### config.mk
export PLATFORM = sky130hd
export DESIGN_NAME = fetch_queue
export DESIGN_NICKNAME = d
export VERILOG_FILES = /design/src/rtl/fetch_queue.sv
export SDC_FILE = /design/constraint.sdc
export NUM_CORES = 1
export LEC_CHECK = 0
export ABC_AREA = 1
export CAP_MARGIN = 20
export CELL_PAD_IN_SITES_DETAIL_PLACEMENT = 2
export CELL_PAD_IN_SITES_GLOBAL_PLACEMENT = 2
export CORE_MARGIN = 1
export CORE_UTILIZATION = 30
export DETAILED_ROUTE_END_ITERATION = 8
export DONT_BUFFER_PORTS = 1
export PLACE_DENSITY_LB_ADDON = 0.1
export REMOVE_ABC_BUFFERS = 1
export SLEW_MARGIN = 0
export SYNTH_ARGS = -nofsm -noshare
export SYNTH_HDL_FRONTEND = slang
export SYNTH_SLANG_ARGS = --single-unit
export TNS_END_PERCENT = 30
### constraint.sdc
create_clock -name clk -period 7.88 [get_ports clk]
set_input_delay 0.788 -clock clk [delete_from_list [all_inputs] [get_ports clk]]
set_output_delay 0.788 -clock clk [all_outputs]
set_load 0.02 [all_outputs]
### src/rtl/fetch_queue.sv
// Instruction-fetch front end: owns the fetch PC, runs a single-outstanding ibus
// handshake and buffers fetched instructions in a DEPTH-entry FIFO for decode.
module fetch_queue #(
    parameter int unsigned     XLEN     = 64,
    parameter int unsigned     ILEN     = 32,
    parameter int unsigned     DEPTH    = 4,
    parameter logic [XLEN-1:0] RESET_PC = XLEN'(64'h8000_0000)
) (
    input  logic            clk,
    input  logic            reset,
    output logic            ireq_valid,
    output logic [XLEN-1:0] ireq_addr,
    input  logic            iresp_addr_ok,
    input  logic            iresp_data_ok,
    input  logic [ILEN-1:0] iresp_data,
    input  logic            ls_busy,
    input  logic            redirect_valid,
    input  logic [XLEN-1:0] redirect_pc,
    output logic            out_valid,
    output logic [XLEN-1:0] out_pc,
    output logic [ILEN-1:0] out_instr,
    input  logic            out_ready
);

    localparam int unsigned      PTR_W    = (DEPTH > 1) ? $clog2(DEPTH) : 1;
    localparam int unsigned      CNT_W    = PTR_W + 1;
    localparam logic [CNT_W-1:0] FULL_CNT = CNT_W'(DEPTH);

    typedef enum logic [1:0] {
        IDLE = 2'd0,
        REQ  = 2'd1,
        WAIT = 2'd2
    } state_t;

    state_t           state, state_next;
    logic             drop, drop_next;
    logic [XLEN-1:0]  fetch_pc, fetch_pc_next, ireq_addr_next;
    logic             resp_done, push, pop, wr_en;
    logic [PTR_W-1:0] rd_ptr, wr_ptr, rd_ptr_next, wr_ptr_next;
    logic [CNT_W-1:0] count, count_next, occ_after_pop;
    logic [XLEN-1:0]  out_pc_next;
    logic [ILEN-1:0]  out_instr_next;

    logic [XLEN-1:0]  mem_pc    [DEPTH];
    logic [ILEN-1:0]  mem_instr [DEPTH];

    // Request FSM, fetch PC and stale-response tracking
    always_comb begin
        state_next     = state;
        drop_next      = drop;
        fetch_pc_next  = fetch_pc;
        resp_done      = 1'b0;
        push           = 1'b0;
        ireq_addr_next = ireq_addr;

        case (state)
            IDLE: begin
                if (!ls_busy && (count < FULL_CNT)) begin
                    state_next = REQ;
                end
            end
            REQ: begin
                if (iresp_addr_ok) begin
                    if (iresp_data_ok) begin
                        state_next = IDLE;
                        resp_done  = 1'b1;
                    end else begin
                        state_next = WAIT;
                    end
                end
            end
            WAIT: begin
                if (iresp_data_ok) begin
                    state_next = IDLE;
                    resp_done  = 1'b1;
                end
            end
            default: state_next = IDLE;
        endcase

        push = resp_done && !drop && !redirect_valid;
        if (push) begin
            fetch_pc_next = fetch_pc + XLEN'(4);
        end
        if (redirect_valid) begin
            fetch_pc_next = redirect_pc & ~XLEN'(3);
        end

        // A response that completes always clears drop; otherwise a redirect
        // with a request on the bus marks that response as stale.
        if (resp_done) begin
            drop_next = 1'b0;
        end else if (redirect_valid && (state != IDLE)) begin
            drop_next = 1'b1;
        end

        // Address is frozen while a request is presented and not yet accepted.
        if (!((state == REQ) && (state_next == REQ))) begin
            ireq_addr_next = fetch_pc_next;
        end
    end

    // FIFO pointer/count update and registered head selection
    always_comb begin
        pop            = out_valid && out_ready && !redirect_valid;
        wr_en          = push && ((count < FULL_CNT) || pop);
        occ_after_pop  = count - CNT_W'(pop);
        rd_ptr_next    = rd_ptr + PTR_W'(pop);
        wr_ptr_next    = wr_ptr + PTR_W'(wr_en);
        count_next     = occ_after_pop + CNT_W'(wr_en);
        out_pc_next    = out_pc;
        out_instr_next = out_instr;

        if (redirect_valid) begin
            rd_ptr_next = '0;
            wr_ptr_next = '0;
            count_next  = '0;
        end

        if (count_next != '0) begin
            if (wr_en && (occ_after_pop == '0)) begin
                out_pc_next    = fetch_pc;
                out_instr_next = iresp_data;
            end else begin
                out_pc_next    = mem_pc[rd_ptr_next];
                out_instr_next = mem_instr[rd_ptr_next];
            end
        end
    end

    always_ff @(posedge clk or posedge reset) begin
        if (reset) begin
            state      <= IDLE;
            drop       <= 1'b0;
            fetch_pc   <= RESET_PC;
            ireq_valid <= 1'b0;
            ireq_addr  <= RESET_PC;
            rd_ptr     <= '0;
            wr_ptr     <= '0;
            count      <= '0;
            out_valid  <= 1'b0;
            out_pc     <= '0;
            out_instr  <= '0;
        end else begin
            state      <= state_next;
            drop       <= drop_next;
            fetch_pc   <= fetch_pc_next;
            ireq_valid <= (state_next == REQ);
            ireq_addr  <= ireq_addr_next;
            rd_ptr     <= rd_ptr_next;
            wr_ptr     <= wr_ptr_next;
            count      <= count_next;
            out_valid  <= (count_next != '0);
            out_pc     <= out_pc_next;
            out_instr  <= out_instr_next;
        end
    end

    // Storage needs no reset: entries are only read once count covers them
    always_ff @(posedge clk) begin
        if (wr_en) begin
            mem_pc[wr_ptr]    <= fetch_pc;
            mem_instr[wr_ptr] <= iresp_data;
        end
    end

endmodule
==> metrics.csv, run 1 <==
stage,metric,value,unit
pwr,switching_power,3.02,mW
timing,setup_viol,0,
logic_synthesis,syn_area_per_cell,9.44,um2
logic_synthesis,synth_area_leaders,"edfxtp_1 (42%), dfrtp_1 (21%), nand2_1 (15%)",
grt,grt_pass1_vias,22800,
logic_synthesis,synth-compound-area-share,6.92,%
critical_path,crit_family,compound AO/OA/AOI/OAI gates,
critical_path,max_stage_delay,0.74,ns
timing,fin_crit,4.63,ns
cts,clk_pin_slew,0.05,ns
place,post-place-ws,2.68,ns
timing,slew_violations,0,
timing,fmax,216,MHz
grt,antenna_found_initial,5,
logic_synthesis,synth_cell_types,35,
cts,clockBufferDepth,3,
finish,fill_cells,9890,
logic_synthesis,synth-seq-area-share,63.9,%
critical_path,crit_path_frequent_cell,ha_1,
logic_synthesis,synth_ff_type,edfxtp_1,
logic_synthesis,synthXorXnorAreaFrac,0.578,%
detailed_routing,drt-pass1-iter-count,5,
timing,fin_crit_sh,58.8,%
timing,finClkSkew,0.0169,ns
pwr,power,9.17,mW
floorplanning,io_pins,265,
pwr,clock_power_share,36.7,%
logic_synthesis,synth_largest_area_cell,edfxtp_1,
min_path,hold_class,in -> async,
pwr,seqPwrFrac,52.7,%
critical_path,critPathLaunchType,register,
cts,ctsHoldBuffers,0,
critical_path,path_cells,inv_1 -> ha_1 -> nand2_1 -> nand2_1 -> nand4_2 -> a21oi_2 -> ha_1 -> ha_1 -> nor2_1 -> o21ai_4 -> buf_4 -> o21ai_0 -> a21oi_1 -> nor2_1,
critical_path,path_max_fanout,57,
timing,maxSlewHeadroom,26.1,%
cts,cts_root_buf,clkbuf_16,
grt,grt_pass1_wl,145000,um
pwr,switching_share,32.9,%
cts,postCtsSetupBuffers,0,
grt,grt_max_degree,135,
finish,synthToLayoutAreaGrowth,13.0,%
cts,numCtsBuffers,74,
cts,cts_tree,built,
timing,final_hold_viol_count,0,
logic_synthesis,synthAdderAreaFrac,0.504,%
timing,grt_setup_unrepaired,false,
cts,cts_resized,0,
critical_path,cp.arrival,5.13,ns
timing,finalSetupTns,0,ns
run_status,status,"finished, final reports clean",
finish,nets,2972,
critical_path,slowest_stage,o21ai_4,
logic_synthesis,synthMuxAreaShare,0,%
detailed_routing,drc,0,
floorplanning,die_area,0.0921,mm2
place,dpl.hpwl,60600,um
floorplanning,initial_core_util,30.3,%
grt,grt-ovfl-total,0,
detailed_routing,vias,20400,
timing,worst_slack,3.25,ns
place,gp_congestion,0.766,
logic_synthesis,syn_area,0.0273,mm2
cts,cts.htree.levels,3,
cts,clk_latency,0.63,ns
critical_path,path_buf_inv,2,
detailed_routing,ant_nets,0,
logic_synthesis,synth_edf_count,384,
critical_path,end_kind,register,
pwr,power_density,297,mW/mm2
floorplanning,die_x,304,um
detailed_routing,wl,97200,um
logic_synthesis,synth-simple-area-share,23.4,%
timing,tightest_slew,1.11,ns
logic_synthesis,synth_top_area_share,42.3,%
floorplanning,fp.dieH,304,um
detailed_routing,viasPerCell,4.97,
finish,drive_gt1_share,6.54,%
logic_synthesis,synth_top_family_by_area,simple AND/OR/NAND/NOR gates,
logic_synthesis,synthCells,2891,
floorplanning,std_cell_rows,110,
job,drv_cap,0,
floorplanning,core,0.0900,mm2
grt,grt_usage,21.2,%
logic_synthesis,synth_seq_cells,620,
critical_path,cp.required,8.39,ns
pwr,comb_power_share,10.6,%
pwr,p_leak,12.5,nW
detailed_routing,dr.first_iter.drc_count,897,
pwr,p_int,6.15,mW
logic_synthesis,synthArstFlopShare,38.1,%
logic_synthesis,ys_warn_count,0,
place,io_buffers,0,
detailed_routing,wl_per_cell,23.7,um
pwr,irDropWorstVdd,0.156,mV
cts,cts_sinks,620,
critical_path,crit_type,reg -> reg,
==> Yosys cell counts, types with 3 or more instances <==
cell      count
a21boi_0      9
dfrtp_1     234
nand4_1      14
nor2_2        3
nor3_1       12
or2_2        28
o21bai_1      6
inv_1       162
buf_2        59
a21oi_2       5
o21ai_1      62
buf_4         7
nand3b_1      9
clkbuf_1     63
nor2_1      345
o211ai_1     63
o21ai_0     124
ha_1         11
and2_1       20
a21oi_1      60
xor2_1       14
inv_2         4
nand3_1     106
nand2_1    1059
buf_1         8
buf_6         4
xnor2_1       4
edfxtp_1    384
==> logic make-up after synthesis <==
logic type,Yosys count
adders and majority gates,11
xor gates and xnor gates,18
and+or+nand+nor,1601
AOI/OAI and AO/OA,333
DFF,620
buffers and inverters,308
==> power by group through the flow <==
stage          Combinational, mW  Sequential, mW  Clock, mW
2_1_floorplan              0.675            4.68          0
5_1_grt                     1.13            4.91       3.60
3_3_place_gp               0.948            4.91          0
6_report                   0.975            4.83       3.36
4_1_cts                     1.01            4.86       3.48
3_5_place_dp                1.00            4.92          0
==> placed cells by master (no fill, tap or decap), types with 6 or more instances in the layout <==
cell | Yosys | layout
a21boi_0 | 9 | 9
and2_1 | 20 | 20
ha_1 | 11 | 11
or2_2 | 28 | 28
o211ai_1 | 63 | 63
nor3_1 | 12 | 8
clkbuf_1 | 63 | 24
nand3b_1 | 9 | 9
clkbuf_16 | 0 | 76
clkinv_2 | 0 | 7
buf_4 | 7 | 27
a21oi_1 | 60 | 60
dfrtp_1 | 234 | 234
xor2_1 | 14 | 14
edfxtp_1 | 384 | 384
inv_1 | 162 | 161
nor2_1 | 345 | 345
inv_6 | 0 | 6
clkinv_1 | 1 | 9
o21ai_1 | 62 | 61
clkbuf_8 | 0 | 14
nand2_1 | 1059 | 1058
nand4_1 | 14 | 14
nand3_1 | 106 | 105
o21ai_0 | 124 | 124
o21bai_1 | 6 | 6
==> area by class of cell <==
type	count	area, um2	share of cell area, %
tap	1176	1470	4.77
inverter	167	647	2.10
clock buffer	114	2180	7.08
sequential	620	17400	56.5
multi-input combinational	1963	8630	28.0
clock inverter	24	179	0.580
timing repair buffer	32	285	0.925
antenna	3	7.51	0.0243
==> per-layer routing <==
metal | up-vias | track usage [%] | part of all wire, %
met4 | 2 | 5.33 | 2.0
met3 | 106 | 4.70 | 4.8
met1 | 10500 | 26.9 | 44
li1 | 9399 | - | -
met5 | - | 0 | 0.0072
met2 | 318 | 36.5 | 49
==> worst reg2reg max path, delay by kind of cell, from the launching register on <==
| kind | cells | cell delay [ns] |
|---|---|---|
| flops | 1 | 0.41 |
| fa+ha+maj | 3 | 0.67 |
| simple gates | 5 | 0.94 |
| buf+inv | 2 | 0.80 |
| compound gates | 4 | 1.68 |
==> sequential cells by signal, summed over array words and instances (netlist names) <==
| signal | flops |
|---|---|
| mem_instr | 128 |
| out_valid | 1 |
| fetch_pc | 64 |
| ireq_valid | 1 |
| mem_pc | 256 |
| count | 3 |
| out_pc | 64 |
| state | 2 |
| out_instr | 32 |
| drop | 1 |
| wr_ptr | 2 |
| ireq_addr | 64 |
| rd_ptr | 2 |
==> path summary, 6_finish.rpt <==
kind | startpoint | endpoint | depth (start not counted) | slack (ns)
max in group asynchronous | reset | out_instr[4] | 2 | 6.22
max | state[1] | out_pc[0] | 14 | 3.25
min | reset | ireq_addr[39] | 1 | 0.20
min reg2reg | fetch_pc[1] | mem_pc[2][1] | 0 | 0.52
max reg2reg | state[1] | out_pc[0] | 14 | 3.25
min in group clk | iresp_data[6] | mem_instr[0][6] | 0 | 0.25
==> metrics by stage <==
| step | area [um2] | cells | util (%) | hold WS (ns) |
|---|---|---|---|---|
| 6_report | 30800 | 4099 | 34.3 | 0.204 |
| 5_1_grt | 30800 | 4098 | 34.3 | 0.211 |
| 4_1_cts | 30800 | 4096 | 34.3 | 0.202 |
| 3_5_place_dp | 28500 | 3958 | 31.6 | 0.510 |
| 3_3_place_gp | 28400 | 3956 | 31.6 | 0.500 |
| 2_1_floorplan | 26600 | 2750 | - | 0.476 |
Power figures use the tool's default switching activity.
==> inputs of run 2 (changes only) <==
==> constraint.sdc (replaced) <==
create_clock -name clk -period 4.3 [get_ports clk]
set_input_delay 0.43 -clock clk [delete_from_list [all_inputs] [get_ports clk]]
set_output_delay 0.43 -clock clk [all_outputs]
set_load 0.02 [all_outputs]
==> run 2 against run 1 <==
Compared with the run above:
- clock skew grew 0.011 ns
- utilization grew 0.93 points
- cell count grew 1.7%
- final area grew 2.7%
- total power grew 84%
- die area is the same
- sequential cell count is the same
- register-to-register slack lost 2.4 ns
- clock power grew 83%
- critical path depth grew 2
- sequential power grew 83%
- highest routed layer unchanged
- count of clock-buffer cells in the layout shrank 8
==> metrics.csv, run 2 (same netlist as run 1, synthesis figures left out) <==
stage,metric,value,unit,change
critical_path,critPathLaunchType,register,,
critical_path,crit_type,reg -> reg,,
grt,grt_pass1_wl,147000,um,+1.3%
pwr,power_density,532,mW/mm2,+79%
critical_path,rr_endpoint,out_pc[9],,
detailed_routing,wl_per_cell,23.6,um,-0.66%
floorplanning,die_area,0.0921,mm2,unchanged
detailed_routing,ant_nets,0,,unchanged
timing,finClkSkew,0.0280,ns,+0.0112 ns
critical_path,slowest_stage,dfrtp_1,,
critical_path,path_max_fanout,54,,-5.3%
finish,layout_common_cells,"nand2_1 (1,058), edfxtp_1 (384), nor2_1 (345), dfrtp_1 (234), inv_1 (161)",,
detailed_routing,drt-pass1-iter-count,4,,-1
floorplanning,die_x,304,um,unchanged
min_path,hold_path_startpoint,iresp_data[7],,
cts,cts_sinks,620,,unchanged
critical_path,ff2ff_path_depth,16,,+2
floorplanning,std_cell_rows,110,,unchanged
timing,final_hold_viol_count,0,,unchanged
cts,cts.htree.levels,3,,unchanged
cts,clk_latency,0.62,ns,about the same
place,gp_congestion,0.795,,+3.7%
cts,postCtsSetupBuffers,0,,unchanged
critical_path,cp.required,4.76,ns,-3.63 ns
grt,grt_pass1_vias,23100,,+1.4%
timing,tightest_slew,0.979,ns,-0.130 ns
grt,grt_max_degree,86,,-36%
timing,fin_crit_sh,80.3,%,+22 points
timing,fin_crit,3.45,ns,-1.18 ns
timing,slew_violations,0,,unchanged
timing,grt_setup_unrepaired,false,,
timing,maxSlewHeadroom,34.5,%,+8.4 points
pwr,irDropWorstVdd,0.416,mV,+170%
finish,top_register,mem_pc,,
detailed_routing,dr.first_iter.drc_count,857,,-4.5%
job,drv_cap,0,,unchanged
grt,grt-ovfl-total,0,,unchanged
finish,utilization,35.2,%,+0.93 points
floorplanning,io_pins,265,,unchanged
detailed_routing,vias,20600,,+1.4%
cts,cts_tree,built,,
finish,synthToLayoutAreaGrowth,16.1,%,
place,io_buffers,0,,unchanged
detailed_routing,drc,0,,unchanged
critical_path,crit_end,out_pc[9],,
critical_path,max_stage_delay,0.41,ns,-0.33 ns
critical_path,crit_path_frequent_cell,ha_1,,
critical_path,startpoint,state[1],,
critical_path,cp.arrival,3.91,ns,-1.22 ns
timing,fmax,290,MHz,+34%
place,dpl.hpwl,61500,um,+1.4%
pwr,p_leak,12.8,nW,+2.8%
cts,ctsHoldBuffers,61,,+61
grt,antenna_found_initial,3,,-2
finish,drive_gt1_share,6.72,%,+0.18 points
cts,clk_pin_slew,0.06,ns,about the same
floorplanning,core,0.0900,mm2,unchanged
timing,whs,0.0218,ns,-0.182 ns
critical_path,path_cells,inv_1 -> ha_1 -> nand2_1 -> nand2_1 -> nand4_2 -> a21oi_2 -> ha_1 -> ha_1 -> inv_1 -> nor2_1 -> nor2_1 -> o21ai_4 -> buf_12 -> buf_4 -> o211ai_1 -> o21ai_0,,
timing,finalSetupTns,0,ns,unchanged
pwr,power,16.9,mW,+84%
grt,grt_usage,21.4,%,+0.21 points
floorplanning,fp.dieH,304,um,unchanged
min_path,hold_class,in -> reg,,
critical_path,rr_startpoint,state[1],,
critical_path,reg2reg_setup_slack,0.85,ns,-2.40 ns
timing,setup_viol,0,,unchanged
floorplanning,initial_core_util,30.3,%,unchanged
finish,final_common_cell,nand2_1,,
finish,largest_reg_flops,256,,unchanged
detailed_routing,viasPerCell,4.95,,-0.28%
finish,nets,3042,,+2.4%
detailed_routing,wl,98200,um,+1.0%
cts,cts_resized,0,,unchanged
cts,numCtsBuffers,74,,unchanged
cts,cts_root_buf,clkbuf_16,,
cts,clockBufferDepth,3,,unchanged
run_status,status,"finished, final reports clean",,
critical_path,end_kind,register,,
finish,top_regs,"mem_pc (256), mem_instr (128)",,
run 2: cell count changes in the layout (fill, tap and decap cells not counted), sizes merged:
cell / previous run / this run
buf: 32 / 41
bufinv: 1 / 3
clkbuf: 114 / 106
clkinv: 19 / 23
clkinvlp: 1 / 2
dlygate4sd3: 0 / 61
run 2: worst min-delay path by stage:
stage	to	slack [ns]	cells past startpoint
after global routing	fetch_pc[17]	0.03	2
after global placement	ireq_addr[39]	0.45	1
after CTS	out_instr[7]	0.004	2
final	out_instr[7]	0.02	2
after floorplan	mem_pc[0][0]	0.48	0
after detailed placement	ireq_addr[33]	0.46	1
run 2: worst max-delay path, delay by kind of cell (launching register included):
family                   cells  cell delay (ns)
AO/OA/AOI/OAI                4             0.73
adder cells (fa/ha/maj)      3             0.72
buffers and inverters        4             0.72
flip-flops                   1             0.41
AND/OR/NAND/NOR              5             0.66
run 2: metal layers:
| metal | routed length (um) | vias to the layer above | part of all wire, % | track usage, % |
|---|---|---|---|---|
| li1 | - | 9526 | - | - |
| met5 | 10 | - | 0.010 | 0 |
| met2 | 48600 | 325 | 49 | 37.3 |
| met1 | 43400 | 10700 | 44 | 27.1 |
| met3 | 4130 | 129 | 4.2 | 3.91 |
| met4 | 2110 | 2 | 2.2 | 5.88 |
run 2: through the flow:
step / worst slack [ns] / instances / cell area, um2
detailed placement: 0.869 / 3967 / 28700
global placement: 1.01 / 3967 / 28700
floorplan: -5.12 / 2750 / 26600
CTS: 0.798 / 4165 / 31700
finish: 0.847 / 4168 / 31700
global route: 0.603 / 4165 / 31700
run 2: cell type report:
class                      count  area [um2]
fill                        9770       58300
sequential                   620       17400
multi-input combinational   1963        8630
clock buffer                 106        2080
tap                         1176        1470
timing repair buffer         102        1130
inverter                     167         647
clock inverter                31         272
antenna                        3        7.51
run 2: power by group:
group / internal, mW / switching, mW
registers: 7.15 / 1.71
logic: 0.604 / 1.27
clock network: 3.57 / 2.57
==> inputs of run 3 (changes only) <==
--- a/config.mk
+++ b/config.mk
@@ -5,7 +5,7 @@
 export SDC_FILE = /design/constraint.sdc
 export NUM_CORES = 1
 export LEC_CHECK = 0
-export ABC_AREA = 1
+export ABC_AREA = 0
 export CAP_MARGIN = 20
 export CELL_PAD_IN_SITES_DETAIL_PLACEMENT = 2
 export CELL_PAD_IN_SITES_GLOBAL_PLACEMENT = 2
==> constraint.sdc (replaced) <==
create_clock -name clk -period 3 [get_ports clk]
set_input_delay 0.3 -clock clk [delete_from_list [all_inputs] [get_ports clk]]
set_output_delay 0.3 -clock clk [all_outputs]
set_load 0.02 [all_outputs]
==> run 3 against run 2 <==
Compared with the run above:
- utilization increased by 2.4 points
- non-clock buffer count increased by 155
- register-to-register slack got worse by 0.66 ns
- fmax increased by 23%
- sequential cell count unchanged
- final area decreased by 0.74%
- synthesized cell count decreased by 40%
- count of clock-buffer cells in the layout decreased by 3
- die area decreased by 7.2%
- critical path type unchanged
- critical path depth decreased by 2
==> metrics.csv, run 3 <==
stage,metric,value,unit,change
grt,grt_usage,20.1,%,-1.3 points
pwr,comb_power_share,13.6,%,+2.5 points
logic_synthesis,synth-compound-area-share,6.24,%,-0.68 points
detailed_routing,route.met3.wl,4190,um,+1.4%
floorplanning,fp.dieH,292,um,-3.7%
detailed_routing,top_layer_used,met5,,
pwr,p_leak,11.4,nW,-11%
place,dpl.hpwl,51800,um,-16%
detailed_routing,viasPerCell,5.18,,+4.6%
grt,grt_max_degree,87,,+1.2%
grt,grt_pass1_wl,126000,um,-14%
pwr,power_density,789,mW/mm2,+48%
logic_synthesis,synthXorXnorAreaFrac,1.42,%,+0.84 points
cts,cts_root_buf,clkbuf_16,,
logic_synthesis,synth_seq_cells,620,,unchanged
min_path,hold_class,in -> reg,,
timing,maxSlewHeadroom,44.5,%,+10 points
place,placed_cells,2835,,-29%
logic_synthesis,syn_area,0.0253,mm2,-7.3%
finish,final_cells,3123,,-25%
critical_path,path_max_fanout,26,,-52%
job,drv_cap,0,,unchanged
critical_path,cp.arrival,3.33,ns,-0.58 ns
grt,grt-ovfl-total,0,,unchanged
floorplanning,die_area,0.0855,mm2,-7.2%
run_status,status,"finished, final reports clean",,
pwr,switching_power,7.99,mW,+44%
floorplanning,io_pins,265,,unchanged
pwr,irDropWorstVdd,0.419,mV,+0.81%
cts,clk_pin_slew,0.06,ns,about the same
cts,clockBufferDepth,3,,unchanged
timing,fin_crit,2.81,ns,-0.644 ns
pwr,p_int,16.8,mW,+48%
floorplanning,std_cell_rows,106,,-3.6%
logic_synthesis,synth-simple-area-share,10.1,%,-13 points
place,gp_congestion,0.743,,-6.5%
place,io_buffers,0,,unchanged
timing,slew_violations,0,,unchanged
grt,grt_pass1_vias,18000,,-22%
logic_synthesis,synth_top_family_by_area,multiplexers,,
finish,synthToLayoutAreaGrowth,24.3,%,
detailed_routing,drt-pass1-iter-count,4,,unchanged
timing,finalSetupTns,0,ns,unchanged
floorplanning,die_x,292,um,-3.7%
detailed_routing,vias,16200,,-22%
timing,final_hold_viol_count,0,,unchanged
critical_path,end_kind,register,,
cts,cts_sinks,620,,unchanged
timing,finClkSkew,0.0202,ns,-0.00788 ns
finish,final_common_cell,edfxtp_1,,
floorplanning,core,0.0836,mm2,-7.2%
timing,setup_viol,0,,unchanged
cts,clk_latency,0.62,ns,about the same
detailed_routing,dr.first_iter.drc_count,874,,+2.0%
finish,layout_common_cells,"edfxtp_1 (384), dfrtp_1 (234), a21oi_1 (202), nand2_1 (191), nor2_1 (158)",,
logic_synthesis,yosysMostFrequentCell,edfxtp_1,,
detailed_routing,drc,0,,unchanged
logic_synthesis,synthMuxAreaShare,10.8,%,+11 points
critical_path,crit_type,reg -> reg,,
logic_synthesis,ys_warn_count,0,,unchanged
logic_synthesis,synth_common_cells,"edfxtp_1 (384), dfrtp_1 (234), a21oi_1 (202), nand2_1 (192), nor2_1 (163)",,
logic_synthesis,syn_area_per_cell,14.5,um2,+54%
critical_path,critPathLaunchType,register,,
detailed_routing,ant_nets,0,,unchanged
logic_synthesis,synth_cell_types,66,,+89%
logic_synthesis,synth_edf_count,384,,unchanged
pwr,switching_share,32.2,%,-0.64 points
critical_path,cp.required,3.52,ns,-1.24 ns
logic_synthesis,synth_area_leaders,"edfxtp_1 (46%), dfrtp_1 (23%), mux4_2 (8.5%)",,
logic_synthesis,synth_top_area_share,45.6,%,+3.3 points
timing,tightest_slew,0.831,ns,-0.148 ns
detailed_routing,wl_met1,38300,um,-12%
detailed_routing,met2_length,42200,um,-13%
timing,fin_crit_sh,93.6,%,+13 points
cts,cts_tree,built,,
detailed_routing,wl_per_cell,27.6,um,+17%
timing,fmax,356,MHz,+23%
logic_synthesis,synth-seq-area-share,68.9,%,+5.0 points
finish,fill_cells,8318,,-15%
finish,top_register,mem_pc,,
grt,antenna_found_initial,4,,+1
finish,drive_gt1_share,19.9,%,+13 points
cts,cts.htree.levels,3,,unchanged
floorplanning,initial_core_util,30.3,%,-0.033 points
pwr,seqPwrFrac,50.7,%,-1.8 points
logic_synthesis,synthCells,1744,,-40%
logic_synthesis,synth_ff_type,edfxtp_1,,
pwr,clock_power_share,35.7,%,-0.7 points
finish,largest_reg_flops,256,,unchanged
logic_synthesis,synthAdderAreaFrac,0.544,%,+0.040 points
finish,top_regs,"mem_pc (256), mem_instr (128)",,
logic_synthesis,synthArstFlopShare,38.1,%,unchanged
finish,nets,2095,,-31%
logic_synthesis,synth_largest_area_cell,edfxtp_1,,
cts,numCtsBuffers,74,,unchanged
detailed_routing,wl,86200,um,-12%
-- run 3: timing repair --
item                                    4_1_cts  5_1_grt
gates resized for setup                       1        9
pin swaps                                     0        4
gates cloned                                  0        1
hold endpoints to repair                    358        0
endpoints found under the setup margin        5      108
hold buffers                                144        0
buffers inserted                              0        5
-- run 3: power groups by stage --
stage	clock [mW]	combinational (mW)	sequential [mW]
detailed placement	0	3.13	12.8
finish	8.86	3.38	12.6
global placement	0	3.03	12.8
CTS	9.15	3.38	12.6
floorplan	0	2.02	12.2
global route	9.45	3.78	12.7
-- run 3: kinds of logic after synthesis --
family                   count (synthesis)
AND/OR/NAND/NOR                        530
flip-flops                             620
buffers and inverters                  115
XOR/XNOR                                41
multiplexers                           147
adder cells (fa/ha/maj)                 11
AO/OA/AOI/OAI                          280
-- run 3: through the flow --
stage               util, %  power [mW]  worst slack, ns  cell area [um2]  hold slack (ns)
global route           37.6        26.0          -0.0190            31400           0.0191
detailed placement     32.9        15.9          -0.0577            27500            0.373
finish                 37.6        24.8            0.191            31400           0.0269
floorplan                 -        14.2            -6.54            24900            0.366
CTS                    37.5        25.2          0.00507            31300          0.00749
global placement       32.9        15.8          -0.0375            27500            0.369
-- run 3: final timing paths --
| kind | start | endpoint | slack (ns) | cells past startpoint |
|---|---|---|---|---|
| setup reg to reg | out_valid | out_pc[49] | 0.19 | 14 |
| min in group asynchronous | reset | out_pc[29] | 0.35 | 2 |
| hold reg to reg | drop | drop | 0.53 | 1 |
| setup / recovery | out_valid | out_pc[49] | 0.19 | 14 |
| hold / removal | redirect_valid | fetch_pc[55] | 0.03 | 2 |
| max in group asynchronous | reset | ireq_addr[51] | 1.69 | 3 |
-- run 3: worst max-delay path, stage by stage, from the launching register on --
cell	delay, ns
dfrtp_1	0.39
nand2_1	0.20
nor2_1	0.11
ha_1	0.20
ha_1	0.32
inv_1	0.05
ha_1	0.20
xor2_1	0.17
nor2_2	0.19
nor3_4	0.06
buf_12	0.16
inv_6	0.19
buf_12	0.25
nor2_1	0.07
a21oi_1	0.14
-- run 3: layer usage --
layer | global-route usage, % | vias to the layer above
met2 | 33.7 | 316
met1 | 26.8 | 8719
met5 | 0 | -
met4 | 4.51 | 2
met3 | 4.26 | 95
li1 | - | 7047
-- run 3: cell type report --
| cell class | count | area, um2 | share of cell area (%) |
|---|---|---|---|
| tap | 1080 | 1350 | 4.30 |
| clock inverter | 32 | 332 | 1.05 |
| timing repair buffer | 257 | 2760 | 8.78 |
| multi-input combinational | 1009 | 7440 | 23.7 |
| inverter | 19 | 83.8 | 0.267 |
| clock buffer | 103 | 2020 | 6.43 |
| sequential | 620 | 17400 | 55.5 |
| antenna | 3 | 7.51 | 0.0239 |
